===== src/rtl/plab4_net_terminal_inject.sv =====
// Injection stage ahead of a router terminal port: tags requests with source id and
// rolling opaque tag, buffers them in a 2-entry FIFO, and caps outstanding messages.
module plab4_net_terminal_inject #(
  parameter int unsigned p_payload_nbits   = 32,
  parameter int unsigned p_opaque_nbits    = 3,
  parameter int unsigned p_srcdest_nbits   = 3,
  parameter int unsigned p_router_id       = 0,
  parameter int unsigned p_num_routers     = 8,
  parameter int unsigned p_max_outstanding = 4,
  localparam int unsigned c_net_msg_nbits  = p_payload_nbits + p_opaque_nbits + 2*p_srcdest_nbits,
  localparam int unsigned c_cnt_nbits      = $clog2(p_max_outstanding+1)
)(
  input  logic                       clk,
  input  logic                       reset,
  input  logic                       req_val,
  output logic                       req_rdy,
  input  logic [p_srcdest_nbits-1:0] req_dest,
  input  logic [p_payload_nbits-1:0] req_payload,
  output logic                       out_val,
  input  logic                       out_rdy,
  output logic [c_net_msg_nbits-1:0] out_msg,
  input  logic                       done_val,
  output logic [c_cnt_nbits-1:0]     num_inflight
);

  localparam logic [c_cnt_nbits-1:0]     c_max = c_cnt_nbits'(p_max_outstanding);
  localparam logic [p_srcdest_nbits-1:0] c_src = p_srcdest_nbits'(p_router_id);

  logic [c_net_msg_nbits-1:0] buf_q [2];
  logic                       head_q;
  logic                       tail_q;
  logic [1:0]                 count_q;
  logic [p_opaque_nbits-1:0]  tag_q;
  logic [c_cnt_nbits-1:0]     inflight_q;

  logic buf_full;
  logic buf_empty;
  logic enq;
  logic deq;
  logic done_eff;
  logic [c_net_msg_nbits-1:0] new_msg;

  always_comb begin
    buf_full     = (count_q == 2'd2);
    buf_empty    = (count_q == 2'd0);
    req_rdy      = !reset && !buf_full && (inflight_q < c_max);
    out_val      = !reset && !buf_empty;
    out_msg      = buf_q[head_q];
    num_inflight = inflight_q;
    enq          = req_val && req_rdy;
    deq          = out_val && out_rdy;
    // A completion at zero outstanding is spurious and dropped, even alongside a fire.
    done_eff     = done_val && (inflight_q != '0);
    new_msg      = {req_dest, c_src, tag_q, req_payload};
  end

  always_ff @(posedge clk) begin
    if (reset) begin
      head_q     <= 1'b0;
      tail_q     <= 1'b0;
      count_q    <= '0;
      tag_q      <= '0;
      inflight_q <= '0;
    end else begin
      if (enq) begin
        tail_q <= ~tail_q;
        tag_q  <= tag_q + 1'b1;
      end
      if (deq)
        head_q <= ~head_q;
      count_q <= count_q + 2'(enq) - 2'(deq);
      if (enq && !done_eff)
        inflight_q <= inflight_q + 1'b1;
      else if (!enq && done_eff)
        inflight_q <= inflight_q - 1'b1;
    end
  end

  always_ff @(posedge clk) begin
    if (enq)
      buf_q[tail_q] <= new_msg;
  end

endmodule


===== config.mk =====
export PLATFORM = sky130hd
export DESIGN_NAME = plab4_net_terminal_inject
export DESIGN_NICKNAME = d
export VERILOG_FILES = /design/src/rtl/plab4_net_terminal_inject.sv
export SDC_FILE = /design/constraint.sdc
export NUM_CORES = 1
export LEC_CHECK = 0
export BUFFER_PORTS_ARGS = -buffer_cell sky130_fd_sc_hd__clkbuf_2
export CORE_MARGIN = 4
export CORE_UTILIZATION = 52
export CTS_CLUSTER_SIZE = 24
export DETAILED_ROUTE_END_ITERATION = 10
export PLACE_DENSITY = 0.87
export SKIP_LAST_GASP = 1
export SLEW_MARGIN = 20
export SYNTH_ARGS = -nofsm -noshare
export SYNTH_HDL_FRONTEND = slang
export SYNTH_SLANG_ARGS = --single-unit

===== constraint.sdc =====
create_clock -name clk -period 5.2 [get_ports clk]
set_input_delay 1.3 -clock clk [delete_from_list [all_inputs] [get_ports clk]]
set_output_delay 1.3 -clock clk [all_outputs]
set_load 0.05 [all_outputs]

==> flow_summary_export.csv <==
group,metric,value,unit
global_routing,grt_start_max_net_pins,39,
die,dieArea,0.00773,mm2
place,gp_congestion,0.750,
die,die-width,87.9,um
setup_path,arrival,2060,ps
clock_tree,htreeDepth,3,
outcome,status,"completed",
setup_path,startpoint_type,"input port",
clock_tree,cts_num_sinks,87,
die,num_rows,28,
power_and_ir_drop,clkPwrFrac,25.9,%
yosys,postSynthAreaPerCell,18.5,um2
hold_path,min_from,"head_q$_SDFFE_PP0P_",
clock_tree,cts_tree,"done",
yosys,synth_top_area_share,68.7,%
power_and_ir_drop,pwr-share-seq,43.8,%
timing,slew_headroom,40.2,%
timing,max_freq,298,MHz
yosys,async_reset_ff_share,0,%
power_and_ir_drop,vdd_drop_max,0.000324,V
setup_path,max_stage_delay,280,ps
clock_tree,clkLatencyLatePin,340,ps
detailed_routing,ant_nets,0,
setup_path,cp_cell_sequence,"clkbuf_2, or2_4, nor2_1, clkbuf_2",
detailed_routing,wirelength,5.54,mm
hold_path,min_path_cells,1,
timing,setup_viol,0,
setup_path,crit_required,3900,ps
yosys,synthTopCellsByArea,"edfxtp_1 69%, mux2_2 13%, dfxtp_1 6.6%, ha_1 1.5%, mux2i_1 0.90%",
timing,skew,6.53,ps
yosys,synth_cell_types,30,
global_routing,grt_pass1_wl,8.54,mm
yosys,ys_top_cells_by_count,"76 x edfxtp_1, 38 x mux2_2, 11 x dfxtp_1",
cells_and_area,layout-drive-gt1-share,52.4,%
yosys,synth-main-ff-cell,"edfxtp_1",
yosys,ys_seq_elements,87,
cells_and_area,regArea,0.00250,mm2
power_and_ir_drop,combPwrFrac,30.3,%
die,core-area,0.00606,mm2
clock_tree,cts.path.max_buffers,2,
yosys,synth-edff-count,76,
die,initial_core_util,54.8,%
cells_and_area,diodes,0,
cells_and_area,multi_input_area,754,um2
yosys,yosysWarnings,0,
cells_and_area,finalNetCount,311,
timing,fin_hold_ws,468,ps
detailed_routing,drtPass1Iterations,4,
timing,rsz0062_at_grt,"false",
yosys,ys_seq_area_share,75.3,%
power_and_ir_drop,p_sw,0.000744,W
setup_path,r2r_slack,2860,ps
clock_tree,post-cts-setup-buffers,0,
global_routing,gr-total-overflow,0,
yosys,synth_top_area_cell,"edfxtp_1",
place,io_buffers,82,
setup_path,path_delay_family,"buffers and inverters",
power_and_ir_drop,p_sw_share,35.2,%
cells_and_area,n_fill_cell,414,
place,dp_hpwl,3.77,mm
timing,fin_crit_sh,64.5,%
clock_tree,clkTransAtPathRegs,80,ps
global_routing,grt_pass1_vias,1777,
clock_tree,post_cts_resized,0,
setup_path,crit_fanout,7,
setup_path,cp-end-kind,"output pin",
clock_tree,ctsHoldBuffers,0,
detailed_routing,drt_iter0_drc,130,
detailed_routing,wire_per_inst,16.0,um
timing,tns,0,ps
setup_path,reg2reg_depth,4,
die,pin_count,86,
detailed_routing,vias,1781,
timing,slew_viol_final,0,
setup_path,worstReg2RegStart,"num_inflight[2]$_SDFFE_PP0P_",
run,maxCapViolCount,0,
global_routing,grt_util_all_layers,15.0,%
detailed_routing,drc,0,
setup_path,worst-path-buf-inv,2,
detailed_routing,vias_per_cell,5.15,
die,die_y,87.9,um
timing,worstMarginPinSlew,897,ps
setup_path,crit_type,"in -> out",
setup_path,critical_path.most_common_cell,"clkbuf_2",
timing,hold_viol,0,
hold_path,worst_hold_path_type,"reg -> reg",
setup_path,r2r-end,"buf_q[1][30]$_DFFE_PP_",
global_routing,antenna_found_initial,0,
power_and_ir_drop,leakagePower,1.56,nW
yosys,syn_area,0.00332,mm2
clock_tree,numCtsBuffers,9,
yosys,synth_cells,180,
clock_tree,cts_root_buf,"clkbuf_8",
power_and_ir_drop,p_int,0.00137,W
setup_path,cpMaxStageDelayCell,"clkbuf_2",
timing,min_period,3360,ps
cells_and_area,area_delta_synth_final,22.0,%
power_and_ir_drop,power_density,521,mW/mm2
yosys,yosys.cell_count.top_type,"edfxtp_1",
[routing by layer]
layer	global-route usage, %	wire length (um)
met1	19.2	2340
met2	24.5	2720
met3	4.05	404
met4	5.86	79
met5	0	0
[power by group through the flow]
| stage | combinational, W | sequential, W | clock (W) |
|---|---|---|---|
| final | 0.000640 | 0.000926 | 0.000547 |
| after global placement | 0.000630 | 0.000938 | 0 |
| after floorplan | 0.000515 | 0.000926 | 0 |
| after CTS | 0.000638 | 0.000929 | 0.000558 |
| after detailed placement | 0.000635 | 0.000945 | 0 |
| after global routing | 0.000677 | 0.000939 | 0.000592 |
[cell families (layout without fill, tap and decap cells)]
logic type | after synthesis | in the layout | synth area share [%]
buf+inv | 15 | 104 | 2.45
simple gates | 16 | 16 | 2.60
compound gates | 12 | 12 | 2.83
fa+ha+maj | 5 | 5 | 2.11
xor+xnor | 3 | 3 | 0.791
mux | 41 | 41 | 13.8
flops | 87 | 87 | 75.3
other cells | 1 | 3 | 0.113
[area by class of cell]
class | instances | share of cell area [%]
Inverter | 5 | 0.494
Timing Repair Buffer | 83 | 10.8
Clock buffer | 9 | 3.06
Tap cell | 75 | 2.32
Clock inverter | 7 | 2.93
Multi-Input combinational cell | 80 | 18.6
Sequential cell | 87 | 61.8
[worst max-delay path by stage]
stage,from,endpoint,cells past startpoint
final,reset,req_rdy,4
after global routing,reset,req_rdy,4
after CTS,reset,req_rdy,4
after detailed placement,reset,buf_q[0][7]$_DFFE_PP_,4
after global placement,reset,buf_q[0][3]$_DFFE_PP_,4
after floorplan,reset,buf_q[0][0]$_DFFE_PP_,4
[flip-flops by register name, indices dropped and copies added (netlist names), named ones only]
name and cells:
buf_q 76, num_inflight 3, head_q 1, tail_q 1
tag_q 3, count_q 2
[per-stage QoR]
stage,total power [W],setup slack (ps),std cells,instance area (um2),util (%)
2_1_floorplan,0.00144,1170,182,3330,-
3_3_place_gp,0.00157,1790,329,3780,62.4
3_5_place_dp,0.00158,1790,329,3780,62.4
4_1_cts,0.00213,1840,345,4030,66.4
5_1_grt,0.00221,1790,346,4050,66.9
6_report,0.00211,1840,346,4050,66.9
[cells in the final DEF (no fill, tap or decap)]
cell,instances
o41ai_1,1
ha_1,4
o21ba_2,1
inv_6,2
clkbuf_8,9
conb_1,3
o31a_1,1
dfxtp_2,1
mux2i_1,3
nor4b_1,1
nor2b_1,2
edfxtp_1,76
o211ai_1,1
o31ai_1,2
and2_2,1
and2_1,2
buf_16,1
nand2_1,2
or3_1,1
o21a_1,1
inv_1,4
clkinv_1,1
nor2_1,4
xor2_1,3
bufinv_16,3
nor3_1,1
fa_1,1
nor2_4,1
clkbuf_2,82
o21ai_1,2
clkinvlp_4,1
or2_4,1
clkinv_2,1
o311ai_0,3
mux2_2,38
dfxtp_1,10
No activity file was read; power rests on OpenSTA's default activity.
